==> src/rtl/bp_mem_rr_arbiter.sv <==
// Round-robin command arbiter in front of a single memory port, with per-requester
// outstanding-credit counters and id-routed response return.

module bp_mem_rr_arbiter_lane #(
  parameter int max_out_p = 2
) (
  input  logic       clk_i,
  input  logic       reset_i,
  input  logic       req_v_i,
  input  logic       grant_i,
  input  logic       dec_i,
  output logic       elig_o,
  output logic       cnt_nz_o
);
  logic [2:0] cnt;

  // Simultaneous grant and response leave the count unchanged.
  always_ff @(posedge clk_i or posedge reset_i) begin
    if (reset_i)                                         cnt <= '0;
    else if (grant_i && !dec_i && cnt < 3'(max_out_p))   cnt <= cnt + 3'd1;
    else if (dec_i && !grant_i && cnt != '0)             cnt <= cnt - 3'd1;
  end

  assign elig_o   = req_v_i && (cnt < 3'(max_out_p));
  assign cnt_nz_o = |cnt;
endmodule

module bp_mem_rr_arbiter #(
  parameter int num_req_p   = 3,
  parameter int msg_width_p = 128,
  parameter int max_out_p   = 2
) (
  input  logic                            clk_i,
  input  logic                            reset_i,
  input  logic [num_req_p*msg_width_p-1:0] req_cmd_i,
  input  logic [num_req_p-1:0]            req_cmd_v_i,
  output logic [num_req_p-1:0]            req_cmd_yumi_o,
  output logic [msg_width_p-1:0]          mem_cmd_o,
  output logic                            mem_cmd_v_o,
  input  logic                            mem_cmd_ready_i,
  input  logic [msg_width_p-1:0]          mem_resp_i,
  input  logic [2:0]                      mem_resp_id_i,
  input  logic                            mem_resp_v_i,
  output logic                            mem_resp_yumi_o,
  output logic [msg_width_p-1:0]          req_resp_o,
  output logic [num_req_p-1:0]            req_resp_v_o,
  input  logic [num_req_p-1:0]            req_resp_yumi_i,
  output logic                            error_o,
  output logic                            idle_o
);
  logic [num_req_p-1:0][msg_width_p-1:0] cmd_arr;
  logic [num_req_p-1:0] elig, cnt_nz, dec;
  logic                 buf_v;
  logic [msg_width_p-1:0] buf_msg;
  logic [2:0]           ptr;
  logic                 grant_en, win_v, grant, multi_hot;
  logic [2:0]           win_id;
  logic [msg_width_p-1:0] win_msg;
  logic                 sel_nz, sel_yumi, id_in_range, resp_ok, bad_resp;

  assign cmd_arr = req_cmd_i;

  for (genvar i = 0; i < num_req_p; i++) begin : g_lane
    bp_mem_rr_arbiter_lane #(.max_out_p(max_out_p)) u_lane (
      .clk_i    (clk_i),
      .reset_i  (reset_i),
      .req_v_i  (req_cmd_v_i[i]),
      .grant_i  (req_cmd_yumi_o[i]),
      .dec_i    (dec[i]),
      .elig_o   (elig[i]),
      .cnt_nz_o (cnt_nz[i])
    );
  end

  assign grant_en = !buf_v || mem_cmd_ready_i;

  // Scan starts at ptr and wraps; the first eligible lane wins.
  always_comb begin
    win_v   = 1'b0;
    win_id  = '0;
    win_msg = '0;
    for (int k = 0; k < num_req_p; k++) begin
      automatic int idx = int'(ptr) + k;
      if (idx >= num_req_p) idx = idx - num_req_p;
      if (!win_v && elig[idx]) begin
        win_v   = 1'b1;
        win_id  = 3'(idx);
        win_msg = cmd_arr[idx];
      end
    end
  end

  assign grant = !reset_i && grant_en && win_v;

  always_comb begin
    req_cmd_yumi_o = '0;
    for (int i = 0; i < num_req_p; i++)
      req_cmd_yumi_o[i] = grant && (win_id == 3'(i));
  end
  assign multi_hot = ($countones(req_cmd_yumi_o) > 1);

  // Response routing: out-of-range ids or ids with nothing outstanding are dropped.
  always_comb begin
    sel_nz   = 1'b0;
    sel_yumi = 1'b0;
    for (int i = 0; i < num_req_p; i++)
      if (mem_resp_id_i == 3'(i)) begin
        sel_nz   = cnt_nz[i];
        sel_yumi = req_resp_yumi_i[i];
      end
  end
  assign id_in_range = ({1'b0, mem_resp_id_i} < 4'(num_req_p));
  assign resp_ok     = id_in_range && sel_nz;
  assign bad_resp    = !reset_i && mem_resp_v_i && !resp_ok;

  always_comb begin
    req_resp_v_o = '0;
    for (int i = 0; i < num_req_p; i++)
      req_resp_v_o[i] = !reset_i && mem_resp_v_i && resp_ok && (mem_resp_id_i == 3'(i));
  end
  assign dec             = req_resp_v_o & req_resp_yumi_i;
  assign mem_resp_yumi_o = !reset_i && mem_resp_v_i && (resp_ok ? sel_yumi : 1'b1);
  assign req_resp_o      = mem_resp_i;

  always_ff @(posedge clk_i or posedge reset_i) begin
    if (reset_i) begin
      buf_v   <= 1'b0;
      buf_msg <= '0;
      ptr     <= '0;
      error_o <= 1'b0;
    end else begin
      if (grant) begin
        buf_v   <= 1'b1;
        buf_msg <= win_msg;
        ptr     <= (win_id == 3'(num_req_p - 1)) ? 3'd0 : win_id + 3'd1;
      end else if (buf_v && mem_cmd_ready_i) begin
        buf_v <= 1'b0;
      end
      if (bad_resp || multi_hot) error_o <= 1'b1;
    end
  end

  assign mem_cmd_o   = buf_msg;
  assign mem_cmd_v_o = buf_v;
  assign idle_o      = !buf_v && !(|cnt_nz);

  a_yumi_onehot: assert property (@(posedge clk_i) disable iff (reset_i) $onehot0(req_cmd_yumi_o));
endmodule

==> config.mk <==
export PLATFORM = sky130hd
export DESIGN_NAME = bp_mem_rr_arbiter
export DESIGN_NICKNAME = d
export VERILOG_FILES = /design/src/rtl/bp_mem_rr_arbiter.sv
export SDC_FILE = /design/constraint.sdc
export NUM_CORES = 1
export LEC_CHECK = 0
export ABC_CLOCK_PERIOD_IN_PS = 5750
export BUFFER_PORTS_ARGS = -buffer_cell sky130_fd_sc_hd__buf_2
export CORE_AREA = 2 2 311 313
export DETAILED_ROUTE_END_ITERATION = 8
export DIE_AREA = 0 0 313 315
export PLACE_DENSITY = 0.35
export SETUP_SLACK_MARGIN = 0.02
export SLEW_MARGIN = 10
export SYNTH_ARGS = -nofsm -noshare
export SYNTH_HDL_FRONTEND = slang
export SYNTH_SLANG_ARGS = --single-unit
==> constraint.sdc <==
create_clock -name clk_i -period 5.75 [get_ports clk_i]
set_input_delay 0.2875 -clock clk_i [delete_from_list [all_inputs] [get_ports clk_i]]
set_output_delay 0.2875 -clock clk_i [all_outputs]
set_load 0.02 [all_outputs]
==> results of run 1 <==
[how the worst min path moves through the flow]
stage | start | to | slack, ps | depth (start not counted)
2_1_floorplan | reset_i | mem_cmd_v_o$_DFFE_PP0P_ | 370 | 1
3_3_place_gp | reset_i | mem_cmd_v_o$_DFFE_PP0P_ | 490 | 2
3_5_place_dp | reset_i | mem_cmd_o[72]$_DFFE_PP0P_ | 490 | 2
4_1_cts | req_cmd_i[122] | mem_cmd_o[122]$_DFFE_PP0P_ | 4 | 3
5_1_grt | req_cmd_i[126] | mem_cmd_o[126]$_DFFE_PP0P_ | 30 | 3
6_report | req_cmd_i[4] | mem_cmd_o[4]$_DFFE_PP0P_ | 80 | 3
[through the flow]
stage | setup WS, ps | power (mW) | hold WS, ps | std cells
global route | 650.3 | 8.615 | 31.67 | 2789
finish | 1007 | 7.919 | 80.84 | 2790
floorplan | 1653 | 5.163 | 370.0 | 1039
CTS | 899.4 | 8.100 | 4.149 | 2789
global placement | 1119 | 6.758 | 486.7 | 2641
detailed placement | 1168 | 6.785 | 493.5 | 2641
[cells by family (layout without fill, tap and decap cells)]
family | Yosys count | count (layout) | share of synthesized area [%]
buffers and inverters | 238 | 712 | 15.88
flip-flops | 142 | 142 | 39.32
AND/OR/NAND/NOR | 198 | 198 | 10.09
adder cells (fa/ha/maj) | 13 | 13 | 2.035
other | 0 | 1 | 0
AO/OA/AOI/OAI | 441 | 441 | 31.50
multiplexers | 2 | 2 | 0.2216
XOR/XNOR | 5 | 5 | 0.9415
[synthesized netlist by cell type (all sizes together) (5+ instances only)]
master / n / area (um2)
o21ai: 135 / 675.7
inv: 13 / 48.80
ha: 9 / 112.6
nor2b: 5 / 31.28
a221oi: 129 / 1130
a21oi: 134 / 670.6
nor2: 136 / 510.5
nand4: 6 / 43.79
nand2b: 8 / 50.05
and2: 6 / 37.54
nand2: 10 / 37.54
dfrtp: 142 / 3553
clkbuf: 53 / 198.9
a211oi: 5 / 37.54
buf: 172 / 1187
nor3: 6 / 30.03
[flip-flops by register name, indices dropped and copies added (netlist names)]
register and count:
error_o 1, g_lane.u_lane.cnt 9, mem_cmd_o 128, mem_cmd_v_o 1, ptr 3
[per-layer routing]
metal / up-vias / global-route usage (%) / part of all wire, %
met5: - / 0 / 0.058
li1: 4645 / - / -
met2: 542 / 16.00 / 50
met1: 4900 / 9.304 / 36
met4: 4 / 5.513 / 4.7
met3: 107 / 3.736 / 9.0
[power by group through the flow]
stage | logic [mW] | registers, mW | clock network, mW
after floorplan | 2.71 | 2.45 | 0
after detailed placement | 4.86 | 1.92 | 0
after global placement | 4.84 | 1.92 | 0
after CTS | 4.92 | 1.92 | 1.26
final | 4.84 | 1.92 | 1.17
after global routing | 5.35 | 1.99 | 1.28
[worst reg2reg max path: stages, from the launching register on]
cell	delay [ps]
dfrtp_1	720
ha_1	280
inv_1	50
ha_1	340
or3_1	480
mux2i_1	210
o21a_1	170
nand4_2	260
o22ai_4	290
buf_12	450
nand4_1	270
fa_1	450
or3_1	350
o221ai_1	170
[cell type report]
class | instances | area share [%]
flip-flops and latches | 142 | 25.60
clock buffers | 18 | 3.164
inverters | 13 | 0.3876
multi-input cells | 659 | 29.53
clock inverters | 14 | 1.000
well taps | 1276 | 11.50
repair buffers | 667 | 28.81
diodes | 1 | 0.01803
[repair_timing]
action | in CTS | in global routing
endpoints found under the setup margin | 0 | 0
resized for setup | 0 | 0
hold buffers | 116 | 0
hold endpoints to repair | 174 | 0
==> results by group, run 1 <==
Finish
  • Multi-input logic area: 4099 um2
  • Post-layout util: 14.50%
  • Most frequent cells in the layout: 534 x buf_2, 142 x dfrtp_1, 136 x nor2_1
  • Share of layout cells above drive strength 1: 39.59%
  • Register area: 3553 um2
  • Leading cell type in the layout, fill and taps excluded: buf_2
  • Layout fillers: 10924
  • Layout area overhead: 53.63%
  • Post-route cell area: 13880 um2
  • Final #Nets: 2037

Pwr
  • Switch Pwr: 4.117 mW
  • Leak pwr: 5.954 nW
  • Switching share of power: 51.99%
  • Reg power frac: 24.2%
  • Clock power share: 14.7%
  • P_int: 3.802 mW
  • Max IR drop VDD: 0.0004301 V
  • Combinational power share: 61.1%
  • Power per Cell Area: 570.5 nW/um2

Placement
  • Dpl hpwl: 34660 um
  • I/O Buffers: 534
  • Post-DP Area: 12140 um2
  • Global placement routability congestion: 0.8699

Timing
  • RSZ-0062 raised after global routing: false
  • Slew headroom: 30.20%
  • Highest clock rate: 210.8 MHz
  • Slew Limit Fails: 0
  • Final hold violations: 0
  • Skew final: 20.44 ps
  • # setup viols final: 0
  • Worst Max-Slew Pin Slew: 1047 ps
  • Final min period: 4743 ps
  • Fin Setup TNS: 0 ps
  • Final period util: 82.49%

Clock tree
  • Post-CTS Setup Inserts: 0
  • CTS tree: yes
  • Num CTS Buffers: 17
  • Root Buffer: clkbuf_16
  • H-tree lvl count: 4
  • Clock-pin slew on the worst setup and hold paths: 70 ps
  • Clock Path Buffers: 2
  • Worst-skew pair later-pin latency: 500 ps
  • Clock sinks: 142

Drt
  • DRT Wirelength: 46730 um
  • DRT antenna net count: 0
  • Via count: 10198
  • Pre-antenna DRT Iters: 5
  • Vias per cell: 3.655
  • Iter 0 DRT Violations: 396
  • Wire per inst: 16.75 um
  • Remaining DRCs: 0

Synth
  • Post-synth design cell area: 9036 um2
  • Seq/Total Area, Yosys: 39.32%
  • EDFF count, synth: 0
  • Syn avg cell area: 8.697 um2
  • Yosys reg bits: 142
  • Yosys cell types: 59
  • Cells after synthesis: 1039
  • Syn. warnings: 0
  • Ys flop type: dfrtp_1
  • Fraction of registers with async set or reset after synthesis: 100.0%
  • Net Count, Synth: 1576

Setup path
  • CP delay by family, top: simple AND/OR/NAND/NOR gates
  • FF-to-FF Start: ptr[0]$_DFFE_PP0P_
  • Crit-path cells: ha_1, inv_1, ha_1, or3_1, mux2i_1, o21a_1, nand4_2, o221ai_4, buf_12, and3_1, buf_2
  • Most common cell on crit path: ha_1
  • FF-to-FF setup slack: 1160 ps
  • Kind of critical path: flip-flop to output port
  • Critical R2R Capture: g_lane[2].u_lane.cnt[2]$_DFFE_PP0P_
  • CP max FO: 86
  • Worst Setup End Kind: output port
  • Critical Path AT: 4460 ps
  • CP Buf/Inv Count: 3
  • Cell count along the critical path: 11
  • CP startpoint kind: flip-flop
  • Critical Path End: req_cmd_yumi_o[1]
  • Worst Setup SP: ptr[0]$_DFFE_PP0P_
  • Largest stage delay on the critical path: 720 ps
  • Worst-case reg-to-reg path depth: 13
  • Required @ worst endpoint: 5460 ps
  • Max stage delay cell, worst path: dfrtp_1

Run status
  • Outcome: completed

Global route
  • First-pass GRT wire length: 66490 um
  • GRT Util Overall: 9.227%
  • Vias in the first global route: 10578
  • Largest net degree at the start of global routing: 113
  • GRT overflow: 0
  • Initial antenna violation count: 5

Min path
  • Worst hold path type: input pin to flip-flop

Floorplanning
  • Full die area: 98600 um2
  • Io pins: 791
  • Starting Density: 9.441%
  • Core area: 95710 um2
  • Die Y: 315 um
  • Num rows: 114
  • Chip Width: 313 um

Job
  • Max-cap viol count: 0
Note: power is estimated with default switching activity, not from simulation.
==> inputs of run 2 (changes only) <==
--- a/config.mk
+++ b/config.mk
@@ -5,7 +5,7 @@
 export SDC_FILE = /design/constraint.sdc
 export NUM_CORES = 1
 export LEC_CHECK = 0
-export ABC_CLOCK_PERIOD_IN_PS = 5750
+export ABC_CLOCK_PERIOD_IN_PS = 4550
 export BUFFER_PORTS_ARGS = -buffer_cell sky130_fd_sc_hd__buf_2
 export CORE_AREA = 2 2 311 313
 export DETAILED_ROUTE_END_ITERATION = 8
==> constraint.sdc (replaced) <==
create_clock -name clk_i -period 4.55 [get_ports clk_i]
set_input_delay 0.2275 -clock clk_i [delete_from_list [all_inputs] [get_ports clk_i]]
set_output_delay 0.2275 -clock clk_i [all_outputs]
set_load 0.02 [all_outputs]
==> results by group, run 2 (synthesized netlist as in run 1, its figures left out) <==
Run status
  • Outcome: completed

Clock tree
  • Clock Path Buffers: 2 (unchanged)
  • CTS tree: yes
  • Post-CTS Setup Inserts: 0 (unchanged)
  • Clock-pin slew on the worst setup and hold paths: 80 ps (about the same)
  • Num CTS Buffers: 17 (unchanged)
  • Root Buffer: clkbuf_16
  • Worst-skew pair later-pin latency: 500 ps (about the same)
  • Clock sinks: 142 (unchanged)
  • H-tree lvl count: 4 (unchanged)

Setup path
  • Required @ worst endpoint: 4980 ps (-480 ps)
  • Kind of critical path: flip-flop to flip-flop
  • Worst Setup SP: ptr[1]$_DFFE_PP0P_
  • FF-to-FF Start: ptr[1]$_DFFE_PP0P_
  • CP max FO: 94 (+9.3%)
  • CP startpoint kind: flip-flop
  • Critical Path AT: 4560 ps (+100 ps)
  • Worst Setup End Kind: flip-flop

Drt
  • Remaining DRCs: 0 (unchanged)
  • DRT antenna net count: 0 (unchanged)
  • Via count: 10642 (+4.4%)
  • DRT Wirelength: 47950 um (+2.6%)
  • Iter 0 DRT Violations: 395 (-0.25%)
  • Vias per cell: 3.686 (+0.85%)
  • Wire per inst: 16.61 um (-0.85%)
  • Pre-antenna DRT Iters: 5 (unchanged)

Pwr
  • P_int: 5.915 mW (+56%)
  • Combinational power share: 65.5% (+4.4 points)
  • Reg power frac: 21.2% (-3.0 points)
  • Switch Pwr: 5.379 mW (+31%)
  • Power per Cell Area: 756.3 nW/um2 (+33%)
  • Switching share of power: 47.63% (-4.4 points)
  • Max IR drop VDD: 0.0003747 V (-13%)
  • Clock power share: 13.3% (-1.4 points)
  • Leak pwr: 6.386 nW (+7.3%)
  • Overall power: 11.29 mW (+43%)

Finish
  • Flip-flop count of the largest register after layout: 128 (unchanged)
  • Final #Nets: 2134 (+4.8%)
  • Share of layout cells above drive strength 1: 37.52% (-2.1 points)
  • Finished Layout Cells: 2887 (+3.5%)
  • Most frequent cells in the layout: 534 x buf_2, 209 x dlygate4sd3_1, 141 x dfrtp_1
  • Leading cell type in the layout, fill and taps excluded: buf_2
  • Layout area overhead: 65.27%

Global route
  • Initial antenna violation count: 8 (+3)
  • GRT Util Overall: 9.448% (+0.22 points)
  • Vias in the first global route: 11176 (+5.7%)
  • First-pass GRT wire length: 68520 um (+3.1%)
  • GRT overflow: 0 (unchanged)
  • Largest net degree at the start of global routing: 95 (-16%)

Placement
  • Dpl hpwl: 35190 um (+1.5%)
  • Global placement routability congestion: 0.8792 (+1.1%)
  • I/O Buffers: 534 (unchanged)
  • Placed cell count: 2645 (+0.15%)

Timing
  • Worst Max-Slew Pin Slew: 810.5 ps (-236.5 ps)
  • Skew final: 17.55 ps (-2.888 ps)
  • Highest clock rate: 242.4 MHz
  • Final period util: 90.66%
  • RSZ-0062 raised after global routing: false
  • Fin Setup TNS: 0 ps (unchanged)
  • Slew Limit Fails: 0 (unchanged)
  • Final hold violations: 0 (unchanged)
  • Hold WS: 66.73 ps (-14.11 ps)
  • Final min period: 4125 ps
  • Slew headroom: 45.97% (+16 points)
  • # setup viols final: 0 (unchanged)

Floorplanning
  • Die Y: 315 um (unchanged)
  • Core area: 95710 um2 (unchanged)
  • Starting Density: 9.441% (unchanged)
  • Chip Width: 313 um (unchanged)
  • Num rows: 114 (unchanged)
  • Full die area: 98600 um2 (unchanged)
  • Io pins: 791 (unchanged)

Min path
  • Hold_sp: req_cmd_i[348]
  • Worst hold path type: input pin to flip-flop

Job
  • Max-cap viol count: 0 (unchanged)
==> run 2: cell type report <==
class | instances | area [um2]
clock buffers | 18 | 429.2
fillers | 10855 | 80780
diodes | 1 | 2.502
clock inverters | 14 | 142.6
well taps | 1276 | 1597
multi-input cells | 659 | 4100
repair buffers | 764 | 5055
flip-flops and latches | 142 | 3555
inverters | 13 | 53.80
==> run 2: stage by stage <==
step | area, um2 | worst slack [ps] | util, %
3_3_place_gp | 12260 | 508.6 | 12.81
2_1_floorplan | 9036 | 512.9 | -
4_1_cts | 14920 | 148.3 | 15.59
5_1_grt | 14930 | 77.67 | 15.60
3_5_place_dp | 12260 | 480.8 | 12.81
6_report | 14930 | 425.2 | 15.60
==> run 2: final timing paths <==
kind                                                   end  slack, ps  cells past startpoint
worst max-delay path              mem_cmd_o[0]$_DFFE_PP0P_        430                     13
worst min-delay path             mem_cmd_o[92]$_DFFE_PP0P_         70                      3
worst max register to register    mem_cmd_o[0]$_DFFE_PP0P_        430                     13
worst min register to register  mem_cmd_o[109]$_DFFE_PP0P_        530                      2
max in group asynchronous        mem_cmd_o[19]$_DFFE_PP0P_       3140                      4
min in group asynchronous        mem_cmd_o[72]$_DFFE_PP0P_        390                      3
==> run 2: timing repair <==
item / in CTS / in global routing
endpoints found under the setup margin: 0 / 28
gates resized for setup: 0 / 5
hold buffers: 209 / 0
hold endpoints to repair: 202 / 0
==> run 2: power groups by stage <==
stage          Clock, mW  Sequential, mW  Combinational (mW)
6_report            1.50            2.39                7.40
5_1_grt             1.64            2.48                8.12
4_1_cts             1.62            2.40                7.46
3_5_place_dp           0            2.40                6.31
3_3_place_gp           0            2.39                6.26
2_1_floorplan          0            3.09                3.43
==> run 2: worst max-delay path, cell delays in order (launching register included) <==
cell           delay [ps]
dfrtp_2               440
ha_1                  190
inv_1                  50
ha_1                  340
or3_1                 480
mux2i_1               210
o21a_1                160
nand4_2               260
o21ai_4               260
buf_12                400
buf_8                 350
a221oi_1               90
a21oi_1               180
dlygate4sd3_1         580
==> run 2: layer usage <==
metal  part of all wire (%)  vias up  track usage (%)
met2                     51      558            16.87
met1                     37     5126            9.525
met3                    8.7      117            3.506
met4                    3.8        4            5.122
met5                  0.042        -                0
li1                       -     4837                -
